--- src/rtl/rhythm_pkg.sv ---
// Shared definitions for the rhythm game datapath.
// Holds the hit grade encodings, the base point values in packed BCD,
// the score_keeper state type and the default display digit count
// (also used by the seven-segment scanner).
package rhythm_pkg;

    localparam int DIGITS_DEFAULT = 8;

    localparam logic [1:0] GRADE_MISS    = 2'd0;
    localparam logic [1:0] GRADE_GOOD    = 2'd1;
    localparam logic [1:0] GRADE_GREAT   = 2'd2;
    localparam logic [1:0] GRADE_PERFECT = 2'd3;

    // Base points, four BCD digits each
    localparam logic [15:0] BCD_MISS    = 16'h0000;
    localparam logic [15:0] BCD_GOOD    = 16'h0100;
    localparam logic [15:0] BCD_GREAT   = 16'h0200;
    localparam logic [15:0] BCD_PERFECT = 16'h0300;

    typedef enum logic [1:0] {
        SK_IDLE = 2'd0,
        SK_ADD  = 2'd1,
        SK_DONE = 2'd2
    } sk_state_e;

    function automatic logic [15:0] base_points(input logic [1:0] grade);
        logic [15:0] pts;
        case (grade)
            GRADE_GOOD:    pts = BCD_GOOD;
            GRADE_GREAT:   pts = BCD_GREAT;
            GRADE_PERFECT: pts = BCD_PERFECT;
            default:       pts = BCD_MISS;
        endcase
        return pts;
    endfunction

endpackage

--- src/rtl/bcd_digit_add.sv ---
// Single BCD digit adder with carry.
// Ports:
//   a, b  in  4  BCD digits (0..9)
//   cin   in  1  carry in
//   s     out 4  BCD sum digit
//   cout  out 1  decimal carry out
module bcd_digit_add (
    input  logic [3:0] a,
    input  logic [3:0] b,
    input  logic       cin,
    output logic [3:0] s,
    output logic       cout
);

    logic [4:0] w_sum;
    logic [4:0] w_adj;

    always_comb begin
        w_sum = {1'b0, a} + {1'b0, b} + {4'b0000, cin};
        w_adj = w_sum - 5'd10;
        if (w_sum > 5'd9) begin
            s    = w_adj[3:0];
            cout = 1'b1;
        end else begin
            s    = w_sum[3:0];
            cout = 1'b0;
        end
    end

endmodule

--- src/rtl/score_keeper.sv ---
// Judgement-to-score stage: turns graded hit events into combo, max combo
// and a packed-BCD score with a combo multiplier. The score is built by
// repeated serial BCD addition, one digit per cycle, through a single
// shared digit adder; score_bcd only changes once a whole hit is summed.
// Ports:
//   clk        in   1          system clock
//   rst        in   1          asynchronous reset, active-low
//   clr        in   1          synchronous clear, active-high
//   hit_valid  in   1          hit event offered
//   hit_grade  in   2          0=MISS 1=GOOD 2=GREAT 3=PERFECT
//   hit_ready  out  1          hit accepted when hit_valid & hit_ready
//   score_bcd  out  4*DIGITS   packed BCD score, digit 0 in [3:0]
//   combo      out  16         current consecutive non-miss count
//   max_combo  out  16         best combo since reset/clear
//   sat        out  1          sticky: score saturated at all 9s
module score_keeper
    import rhythm_pkg::*;
#(
    parameter int DIGITS     = DIGITS_DEFAULT,
    parameter int COMBO_STEP = 10,
    parameter int MAX_MULT   = 4
) (
    input  logic                  clk,
    input  logic                  rst,
    input  logic                  clr,
    input  logic                  hit_valid,
    input  logic [1:0]            hit_grade,
    output logic                  hit_ready,
    output logic [4*DIGITS-1:0]   score_bcd,
    output logic [15:0]           combo,
    output logic [15:0]           max_combo,
    output logic                  sat
);

    localparam int DW = (DIGITS > 1) ? $clog2(DIGITS) : 1;
    localparam int RW = $clog2(MAX_MULT + 1);
    localparam logic [DW-1:0]       LAST_DIGIT = DW'(DIGITS - 1);
    localparam logic [4*DIGITS-1:0] ALL_NINES  = {DIGITS{4'h9}};

    sk_state_e             r_state;
    logic [4*DIGITS-1:0]   r_acc;
    logic [4*DIGITS-1:0]   r_score;
    logic [15:0]           r_addend;
    logic [RW-1:0]         r_rep;
    logic [DW-1:0]         r_digit;
    logic                  r_carry;
    logic [15:0]           r_combo;
    logic [15:0]           r_max;
    logic                  r_sat;

    logic [3:0]            w_a;
    logic [3:0]            w_b;
    logic [3:0]            w_s;
    logic                  w_cout;
    logic [15:0]           w_step;
    logic [RW-1:0]         w_mult;
    logic [15:0]           w_combo_inc;

    assign hit_ready = (r_state == SK_IDLE) & ~clr;
    assign score_bcd = r_score;
    assign combo     = r_combo;
    assign max_combo = r_max;
    assign sat       = r_sat;

    // Multiplier from the combo held before the current hit
    always_comb begin
        w_step = r_combo / 16'(COMBO_STEP);
        if (w_step >= 16'(MAX_MULT - 1))
            w_mult = RW'(MAX_MULT);
        else
            w_mult = RW'(w_step + 16'd1);
    end

    assign w_combo_inc = (r_combo == 16'hFFFF) ? r_combo : r_combo + 16'd1;

    // Base points only occupy the low four digits; higher digits add zero
    always_comb begin
        w_b = 4'h0;
        for (int k = 0; k < 4; k++) begin
            if (int'(r_digit) == k)
                w_b = r_addend[4*k +: 4];
        end
    end

    assign w_a = r_acc[4*int'(r_digit) +: 4];

    bcd_digit_add u_digit_add (
        .a    (w_a),
        .b    (w_b),
        .cin  (r_carry),
        .s    (w_s),
        .cout (w_cout)
    );

    always_ff @(posedge clk or negedge rst) begin
        if (!rst) begin
            r_state  <= SK_IDLE;
            r_acc    <= '0;
            r_score  <= '0;
            r_addend <= '0;
            r_rep    <= '0;
            r_digit  <= '0;
            r_carry  <= 1'b0;
            r_combo  <= '0;
            r_max    <= '0;
            r_sat    <= 1'b0;
        end else if (clr) begin
            r_state  <= SK_IDLE;
            r_acc    <= '0;
            r_score  <= '0;
            r_addend <= '0;
            r_rep    <= '0;
            r_digit  <= '0;
            r_carry  <= 1'b0;
            r_combo  <= '0;
            r_max    <= '0;
            r_sat    <= 1'b0;
        end else begin
            case (r_state)
                SK_IDLE: begin
                    if (hit_valid) begin
                        if (hit_grade == GRADE_MISS) begin
                            r_combo <= '0;
                        end else begin
                            r_combo  <= w_combo_inc;
                            if (w_combo_inc > r_max)
                                r_max <= w_combo_inc;
                            r_addend <= base_points(hit_grade);
                            r_rep    <= w_mult;
                            r_digit  <= '0;
                            r_carry  <= 1'b0;
                            r_state  <= SK_ADD;
                        end
                    end
                end
                SK_ADD: begin
                    // Once saturated the accumulator is frozen, but the
                    // sequencing still runs so timing stays the same.
                    if (!r_sat)
                        r_acc[4*int'(r_digit) +: 4] <= w_s;
                    if (r_digit == LAST_DIGIT) begin
                        if (!r_sat && w_cout) begin
                            r_acc   <= ALL_NINES;
                            r_sat   <= 1'b1;
                            r_state <= SK_DONE;
                        end else if (r_rep == RW'(1)) begin
                            r_state <= SK_DONE;
                        end else begin
                            r_rep   <= r_rep - RW'(1);
                            r_digit <= '0;
                            r_carry <= 1'b0;
                        end
                    end else begin
                        r_digit <= r_digit + DW'(1);
                        r_carry <= w_cout;
                    end
                end
                SK_DONE: begin
                    r_score <= r_acc;
                    r_state <= SK_IDLE;
                end
                default: r_state <= SK_IDLE;
            endcase
        end
    end

endmodule
--- config.mk ---
export PLATFORM = sky130hd
export DESIGN_NAME = score_keeper
export DESIGN_NICKNAME = d
export VERILOG_FILES = /design/src/rtl/rhythm_pkg.sv /design/src/rtl/bcd_digit_add.sv /design/src/rtl/score_keeper.sv
export SDC_FILE = /design/constraint.sdc
export NUM_CORES = 1
export LEC_CHECK = 0
export CORE_MARGIN = 2
export CORE_UTILIZATION = 49
export CTS_CLUSTER_SIZE = 8
export DETAILED_ROUTE_END_ITERATION = 8
export GPL_TIMING_DRIVEN = 0
export PLACE_DENSITY = 0.68
export SLEW_MARGIN = 20
export SYNTH_ARGS = -nofsm -noshare
export SYNTH_HDL_FRONTEND = slang
export SYNTH_SLANG_ARGS = --single-unit
--- constraint.sdc ---
create_clock -name clk -period 6.28 [get_ports clk]
set_input_delay 0.628 -clock clk [delete_from_list [all_inputs] [get_ports clk]]
set_output_delay 0.628 -clock clk [all_outputs]
set_load 0.02 [all_outputs]
# After elaboration in Yosys (flattened, before gate mapping)
# Index checks and enable logic that the tools add are counted.
# Widths: inputs -> output; s select.
word_totals:
  input_bits: 6
  register_bits: 122
op_classes:
  reduce_logical: 20
  n_eq_ne: 20
  n_div: 1
  muxes: 62
  bitwise_logic: 2
  magnitude_cmp: 3
  n_shift: 3
  addsub: 8
op_table:
  columns: ["cell", "n"]
  rows:
  - ["$mux 16", 14]
  - ["$mux 32", 7]
  - ["$mux 3", 13]
  - ["$neg 5->33", 1]
  - ["$shift 4x33->32 const A", 1]
  - ["$shiftx 4x33->32", 1]
  - ["$bwmux 32", 1]
  - ["$shiftx 32x6->4", 1]
  - ["$pmux 10 s3", 1]
  - ["$mux 4", 5]
  - ["$add 16x1->16 const B", 1]
  - ["$div 16x4->16 const B", 1]
  - ["$eq 16x16->1 const B", 1]
  - ["$ge 16x2->1 const B", 1]
  - ["$gt 16x16->1", 1]
  - ["$ne 3x3->1 const B", 5]
  - ["$reduce_bool 2->1", 7]
  - ["$mux 2", 6]
  - ["$ne 4x4->1 const B", 3]
  - ["$pmux 3 s2", 2]
  - ["$mux 1", 11]
  - ["$eq 3x3->1 const B", 3]
  - ["$reduce_and 4->1", 2]
  - ["$add 3x1->3 const B", 2]
  - ["other kinds (23)", 28]

# Longest topological paths before layout
logic_depth:
  ltp_word: 16
  mapped_depth: 30

# By module
# From an unflattened synthesis, not the netlist that was laid out.
hier_totals:
  hier_cells: 914
  area_unflattened_um2: 7811.2
by_module_without_submodules:
  columns: ["mod", "cells_each", "area_per_inst_um2", "n_inst"]
  rows:
  - ["score_keeper", 892, 7599.8, 1]
  - ["bcd_digit_add", 22, 211.5, 1]

# Worst setup path after synthesis
# No wires, ideal clock.
synth_path:
  kind: "register to register"
  start: "reg r_combo[13] (netlist: combo[13])"
  end: "reg r_rep[2]"
  t_arrival_ns: 5.673
  path_stages_with_launch: 27
  path_buffers: 3
  slack_ns: 0.485
  setup_time_ns: 0.122
  t_required_ns: 6.158
  cell_sequence: "dfrtp_1 -> buf_6 -> or3b_4 -> a311oi_2 -> a21o_1 -> buf_4 -> mux2i_1 -> a21oi_1 -> or3_4 -> o221ai_4 -> a211oi_1 -> nor4_4 -> buf_6 -> o21ai_2 -> or4_4 -> o22ai_2 -> a21oi_1 -> o31ai_1 -> nand2_1 -> ha_1 -> a2111oi_0 -> o21ai_0 -> nor3_1 -> nand2_1 -> nor3_2 -> a21oi_1 -> a32o_1"
synth_between:
  elab_chain_cells: 7
synth_lines:
  columns: ["element", "line_no", "source"]
  rows:
  - ["from (decl)", "score_keeper.sv:47", "logic [15:0] r_combo;"]
  - ["from (signal assigned)", "score_keeper.sv:125", "r_combo <= w_combo_inc;"]
  - ["$div 16x4->16 (*)", "score_keeper.sv:67", "w_step = r_combo / 16'(COMBO_STEP);"]
  - ["$ge 16x2->1 / $add 3x1->3 (equally long branches)", "score_keeper.sv:68, score_keeper.sv:71", null]
  - ["$mux 3 (*)", "score_keeper.sv:68", "if (w_step >= 16'(MAX_MULT - 1))"]
  - ["$mux 3 (*)", "score_keeper.sv:122", "if (hit_grade == GRADE_MISS) begin"]
  - ["$mux 3 (*)", "score_keeper.sv:121", "if (hit_valid) begin"]
  - ["$pmux 3 s2 (*)", "score_keeper.sv:119", "case (r_state)"]
  - ["$mux 3 (*)", "score_keeper.sv:107", "end else if (clr) begin"]
  - ["to (signal assigned)", "score_keeper.sv:129", "r_rep <= w_mult;"]
  - ["to (signal assigned)", "score_keeper.sv:149", "r_rep <= r_rep - RW'(1);"]
  - ["to (decl)", "score_keeper.sv:44", "logic [RW-1:0] r_rep;"]
# Every way passes the cells marked *; elsewhere a longest branch is shown, timed or not. The select of a mux whose other input is x is not followed.
# A chain may end at the register's enable or synchronous reset.

# Worst setup path after layout
layout_path:
  start: "reg r_combo[11] (netlist: combo[11])"
  end: "reg r_rep[2]"
# The elaborated chain is that of the path after synthesis.

==> metrics.md <==
| Metric | Value |
|---|---|
| Status | completed |
| Asr flop ratio synth | 100% |
| Main combinational cell family by area after synthesis | compound AO/OA/AOI/OAI gates |
| CTS root buffer | clkbuf_16 |
| Dominant cells by area after synthesis | dfrtp_1, nand2_1, ha_1 |
| Max-slew violations | 0 |
| Kind of critical path | reg -> reg |
| Die width | 132 um |
| Crit Path Max Fanout | 7 |
| Grt total ovfl | 0 |
| Core area | 15900 sq um |
| Mux contribution to synthesized area | 6.23% |
| Hold WC Path Type | in -> async |
| Clock power share | 38.9% |
| CP peak stage delay | 0.52 ns |
| Switching share of power | 27.3% |
| Distinct cells, synth | 92 |
| Hold slack | 0.189 ns |
| Layout cells sized above 1 | 14.3% |
| Tot GR Track Use | 26.9% |
| Top achievable clock speed | 0.161 GHz |
| Post-route clock period utilization | 98.6% |
| First-pass GRT wire length | 38.7 mm |
| Pleak | 0.00392 uW |
| Final ANT Viol Nets | 0 |
| Avg WL per Cell | 18.5 um |
| Layout area overhead | 23.0% |
| Top_reg_cell synth | dfrtp_1 |
| Top cell type by total area after synthesis | dfrtp_1 |
| Slowest CP cell | or4_4 |
| Seq pwr share | 48.0% |
| Most frequent cell after synthesis | nand2_1 |
| Die area | 17500 sq um |
| Switching Power | 409 uW |
| Io pins | 72 |
| Post-synthesis xor/xnor area fraction | 2.83% |
| TritonCTS Sinks | 108 |
| Antenna Cells | 0 |
| Number of antenna violations at the first check in global routing | 0 |
| Final setup fails | 0 |
| Largest net degree at the start of global routing | 66 |
| Worst-Margin Slew | 1.09 ns |
| CTS H-tree depth | 3 |
| Number of global-route vias before repair | 7501 |
| Critical path endpoint category | register |
| Compound-gate portion of the synthesized area | 23.8% |
| Initial Util | 50.5% |
| Clk buf depth | 2 |
| Synth Net Count | 991 |
| Max_cap viols | 0 |
| Warnings from Yosys | 0 |
| Power per Cell Area | 151 nW/um^2 |
| Relative slew slack | 27.4% |
| Critical path's most frequent cell | buf_6 |
| Total Neg Setup Slack | 0 ns |
| Peak supply drop | 0.116 mV |
| Wirelength, routed | 23.8 mm |
| Share of the synthesized area in the top cell type | 33.6% |
| DR iter-0 viols | 626 |
| Port buffer count | 70 |
| Mean Syn Cell Area | 8.47 sq um |
| Global placer's final weighted congestion | 0.885 |
| Drc violations | 0 |
| Synthesized cell area | 8050 sq um |
| Required time worst endpoint | 6.52 ns |
| Hold Buf Count CTS | 0 |
| Combinational Power Share | 13.0% |
| Adder-cell area share of the yosys netlist | 5.61% |
| CTS Buf Count | 9 |
| Cells after Synth | 951 |
| Post-Synth Simple-Gate Area | 21.0% |
| Critical path arrival | 6.43 ns |
| Clk_lat worst skew | 0.35 ns |
| Via count | 7836 |
| Final Critical Period | 6.19 ns |
| Die height | 132 um |
| #FFs+latches synth | 108 |
| Clock skew | 0.00964 ns |
| Post-synth EDFFs | 0 |
| Int Pwr | 1090 uW |
| Nets | 1105 |
| Register area share after synthesis | 33.6% |
| Unrepaired setup endpoints after global routing | true |
| Dpl hpwl | 17.3 mm |
| Avg Vias per Cell | 6.09 |
| Standard-cell row count | 46 |
| Final-report hold violation count | 0 |
| TritonCTS clock tree | yes |
| Clock-pin slew of the registers on the worst-case setup and hold paths | 0.07 ns |
| Post-synth top cells | nand2_1, dfrtp_1, a21oi_1, nor2_1, inv_1 |
| Worst setup SP type | register |
| DR pass1 iterations | 5 |
==> state kept, by name, indices dropped and copies added, names as in the netlist, 2 cells and up <==
signal,cells
r_acc,32
score_bcd,32
combo,16
max_combo,16
r_digit,3
r_rep,3
r_addend,2
r_state,2
==> area by class of cell <==
type | count | area [sq um]
inverter | 58 | 218
sequential | 108 | 2710
clock inverter | 7 | 76.3
clock buffer | 9 | 225
fill | 1461 | 6040
multi-input combinational | 713 | 5030
buffer | 72 | 378
timing repair buffer | 103 | 998
tap | 216 | 270
==> critical path: cells and delay by family, from the launching register on <==
kind | cells | cell delay, ns
AOI/OAI and AO/OA | 12 | 2.39
and+or+nand+nor | 8 | 2.00
buffers and inverters | 5 | 0.82
DFF | 1 | 0.43
muxes | 2 | 0.26
adders and majority gates | 1 | 0.19
==> routing by layer <==
layer  routed length (um)  global-route usage, %  vias up
met2                11900                   46.4      296
met4                  728                   10.3        0
li1                     -                      -     3680
met1                 9970                   34.9     3803
met5                    0                      0        -
met3                 1210                   3.00       57
==> stage by stage <==
step	cells	worst slack, ns	util, %	power, uW	area (sq um)
after floorplan	951	0.485	-	852	8050
after global placement	1237	-0.727	56.6	918	9020
after detailed placement	1238	-0.704	56.8	923	9050
after CTS	1260	-0.0678	59.8	1500	9530
after global routing	1286	-0.173	62.1	1560	9900
final	1286	0.0850	62.1	1490	9900
==> power groups by stage <==
stage	clock, uW	combinational (uW)	sequential [uW]
after detailed placement	0	192	731
after CTS	590	194	717
after global routing	621	215	719
final	582	195	718
after global placement	0	186	732
after floorplan	0	121	731
==> cells in the final DEF (no fill, tap or decap), types with 15 or more instances in the layout <==
cell and count:
a211oi_1 17, a21oi_1 71, a22o_1 24, a31oi_1 15, buf_4 32, clkbuf_1 40, clkdlybuf4s50_1 69, dfrtp_1 106
ha_1 31, inv_1 57, mux2i_1 25, nand2_1 127, nand3_1 25, nor2_1 66, nor3_1 24, o21ai_0 31
o22ai_1 17, xnor2_1 20
==> timing repair <==
item                                    4_1_cts  5_1_grt
endpoints found under the setup margin       13       17
endpoints found under the hold margin         0        0
gates resized for setup                      20       47
setup buffers                                 6       23
pin swaps                                     6       32
cloned                                        1        3
==> kinds of logic (layout without fill, tap and decap cells) <==
group | after synthesis | count (layout)
AO/OA/AOI/OAI | 267 | 268
XOR/XNOR | 26 | 26
adder cells (fa/ha/maj) | 35 | 35
buffers and inverters | 131 | 249
flip-flops | 108 | 108
multiplexers | 39 | 39
AND/OR/NAND/NOR | 345 | 345
==> final timing paths <==
check / startpoint / end / slack [ns] / depth (start not counted)
setup reg to reg: combo[11] / r_rep[2] / 0.09 / 28
hold / removal: rst / score_bcd[5] / 0.19 / 1
hold reg to reg: r_rep[2] / r_rep[2] / 0.51 / 1
min in group clk: r_rep[2] / r_rep[2] / 0.51 / 1
setup / recovery: combo[11] / r_rep[2] / 0.09 / 28
max in group asynchronous: rst / max_combo[3] / 5.43 / 2
Power figures use the tool's default switching activity.
==> RTL change (same flow settings) <==
Reset style: synchronous (`rst`), changed in one clocked block. Comments in the files are not updated.
--- a/src/rtl/score_keeper.sv
+++ b/src/rtl/score_keeper.sv
@@ -92,7 +92,7 @@
         .cout (w_cout)
     );
 
-    always_ff @(posedge clk or negedge rst) begin
+    always_ff @(posedge clk) begin
         if (!rst) begin
             r_state  <= SK_IDLE;
             r_acc    <= '0;
Behaviour: differs if rst is asserted again (counterexample within 4 cycles, from zero or initial values and one cycle with rst low); with rst held inactive, the same outputs for 10 cycles.
==> RTL change against the original RTL <==
  * The flow now finishes with violations (negative setup slack)
  * Worst setup slack worse by 230 ps
  * Sequential cell count unchanged
  * Power is 3.0% lower
  * Area after synthesis fell by 8.8%
  * Synthesized cell count up 0.95%
  * Routed wire length is 0.94% higher
  * Clock power increased by 12%
  * Cell area decreased by 2.4%
==> RTL change: results (changes against the original RTL) <==
Setup TNS: -272 ps (was 0 ps)
Placer Congestion: 0.967 (was 0.885)
Post-synth ARST share: 0% (was 100%)
Status: complete, but fails checks (was finished, final reports clean)
Hold/Removal Path Class: flip-flop to flip-flop (was input port to asynchronous set/reset pin)
Fraction of area in multi-input gates: 55.0% (was 50.8%)
# fillers: 1263 (was 1461)
Seq power: 694 uW (was 718 uW)
Global-route met1 utilization: 43.5% (was 34.9%)
Nonclk buf count: 185 (was 175)
Iter 0 DRT Violations: 794 (was 626)
Drt total wl: 24000 um (was 23800 um)
Full die area: 0.0160 mm^2 (was 0.0175 mm^2)
Crit-path max FO: 8 (was 7)
Worst stage delay on the critical path: 410 ps (was 520 ps)
Failing checks: negative setup slack
CLK BUF: 10 (was 9)
CP arrival: 6740 ps (was 6430 ps)
DRT met1 WL: 11400 um (was 9970 um)
Cell count after placement: 1215 (was 1238)
GRT met3 Usage: 6.24% (was 3.00%)
DP Worst Slack: -803 ps (was -704 ps)
Final setup fails: 3 (was 0)
Unique masters post-synth: 85 (was 92)
Largest cells by area after synthesis: dfxtp_1 29%, nand2_1 6.7%, nor2_1 5.8%, ha_1 5.3%, a21oi_1 4.8% (was dfrtp_1 34%, nand2_1 6.0%, ha_1 5.0%, a21oi_1 4.5%, nor2_1 3.3%)
Switch share: 25.3% (was 27.3%)
Number of global-route vias before repair: 7106 (was 7501)
Most instantiated cells after synthesis: 131 x nand2_1, 113 x nor2_1, 108 x dfxtp_1 (was 128 x nand2_1, 108 x dfrtp_1, 72 x a21oi_1)
Vias per cell: 6.17 (was 6.09)
Critical Path Source: combo[13] (was combo[11])
Worst reg2reg path depth: 31 (was 28)
Clk tree area frac: 3.40% (was 3.05%)
Nets@finish: 1130 (was 1105)
Final hold slack: 457 ps (was 189 ps)
Setup WS post-layout: -145 ps (was 85.0 ps)
Max VDD drop: 0.188 mV (was 0.116 mV)
[RTL change: changes by cell type after synthesis, moves of 10 or more]
cell	before	now
dfrtp_1	108	0
dfxtp_1	0	108
nor2_1	70	113
a22oi_1	3	30
a22o_1	24	1
inv_1	57	35
o22ai_1	18	8
[RTL change: logic make-up (layout without fill, tap and decap cells)]
logic type | after synthesis | count (layout) | share of synthesized area (%)
compound gates | 271 | 272 | 25.8
xor+xnor | 27 | 27 | 3.22
fa+ha+maj | 35 | 35 | 6.10
buf+inv | 108 | 243 | 6.10
flops | 108 | 108 | 29.5
mux | 31 | 31 | 5.61
simple gates | 380 | 380 | 23.7
[RTL change: worst max-delay path: cells and delay by family (launching register included)]
family	cells	cell delay [ps]
compound gates	13	3120
buf+inv	4	580
simple gates	13	2100
fa+ha+maj	1	170
flops	1	380
[RTL change: repair_timing]
action                     in CTS  in global routing
setup buffers                  35                 16
pin swaps                      44                 24
setup endpoints to repair       3                 13
gates cloned                    2                  1
gates resized for setup        91                 65
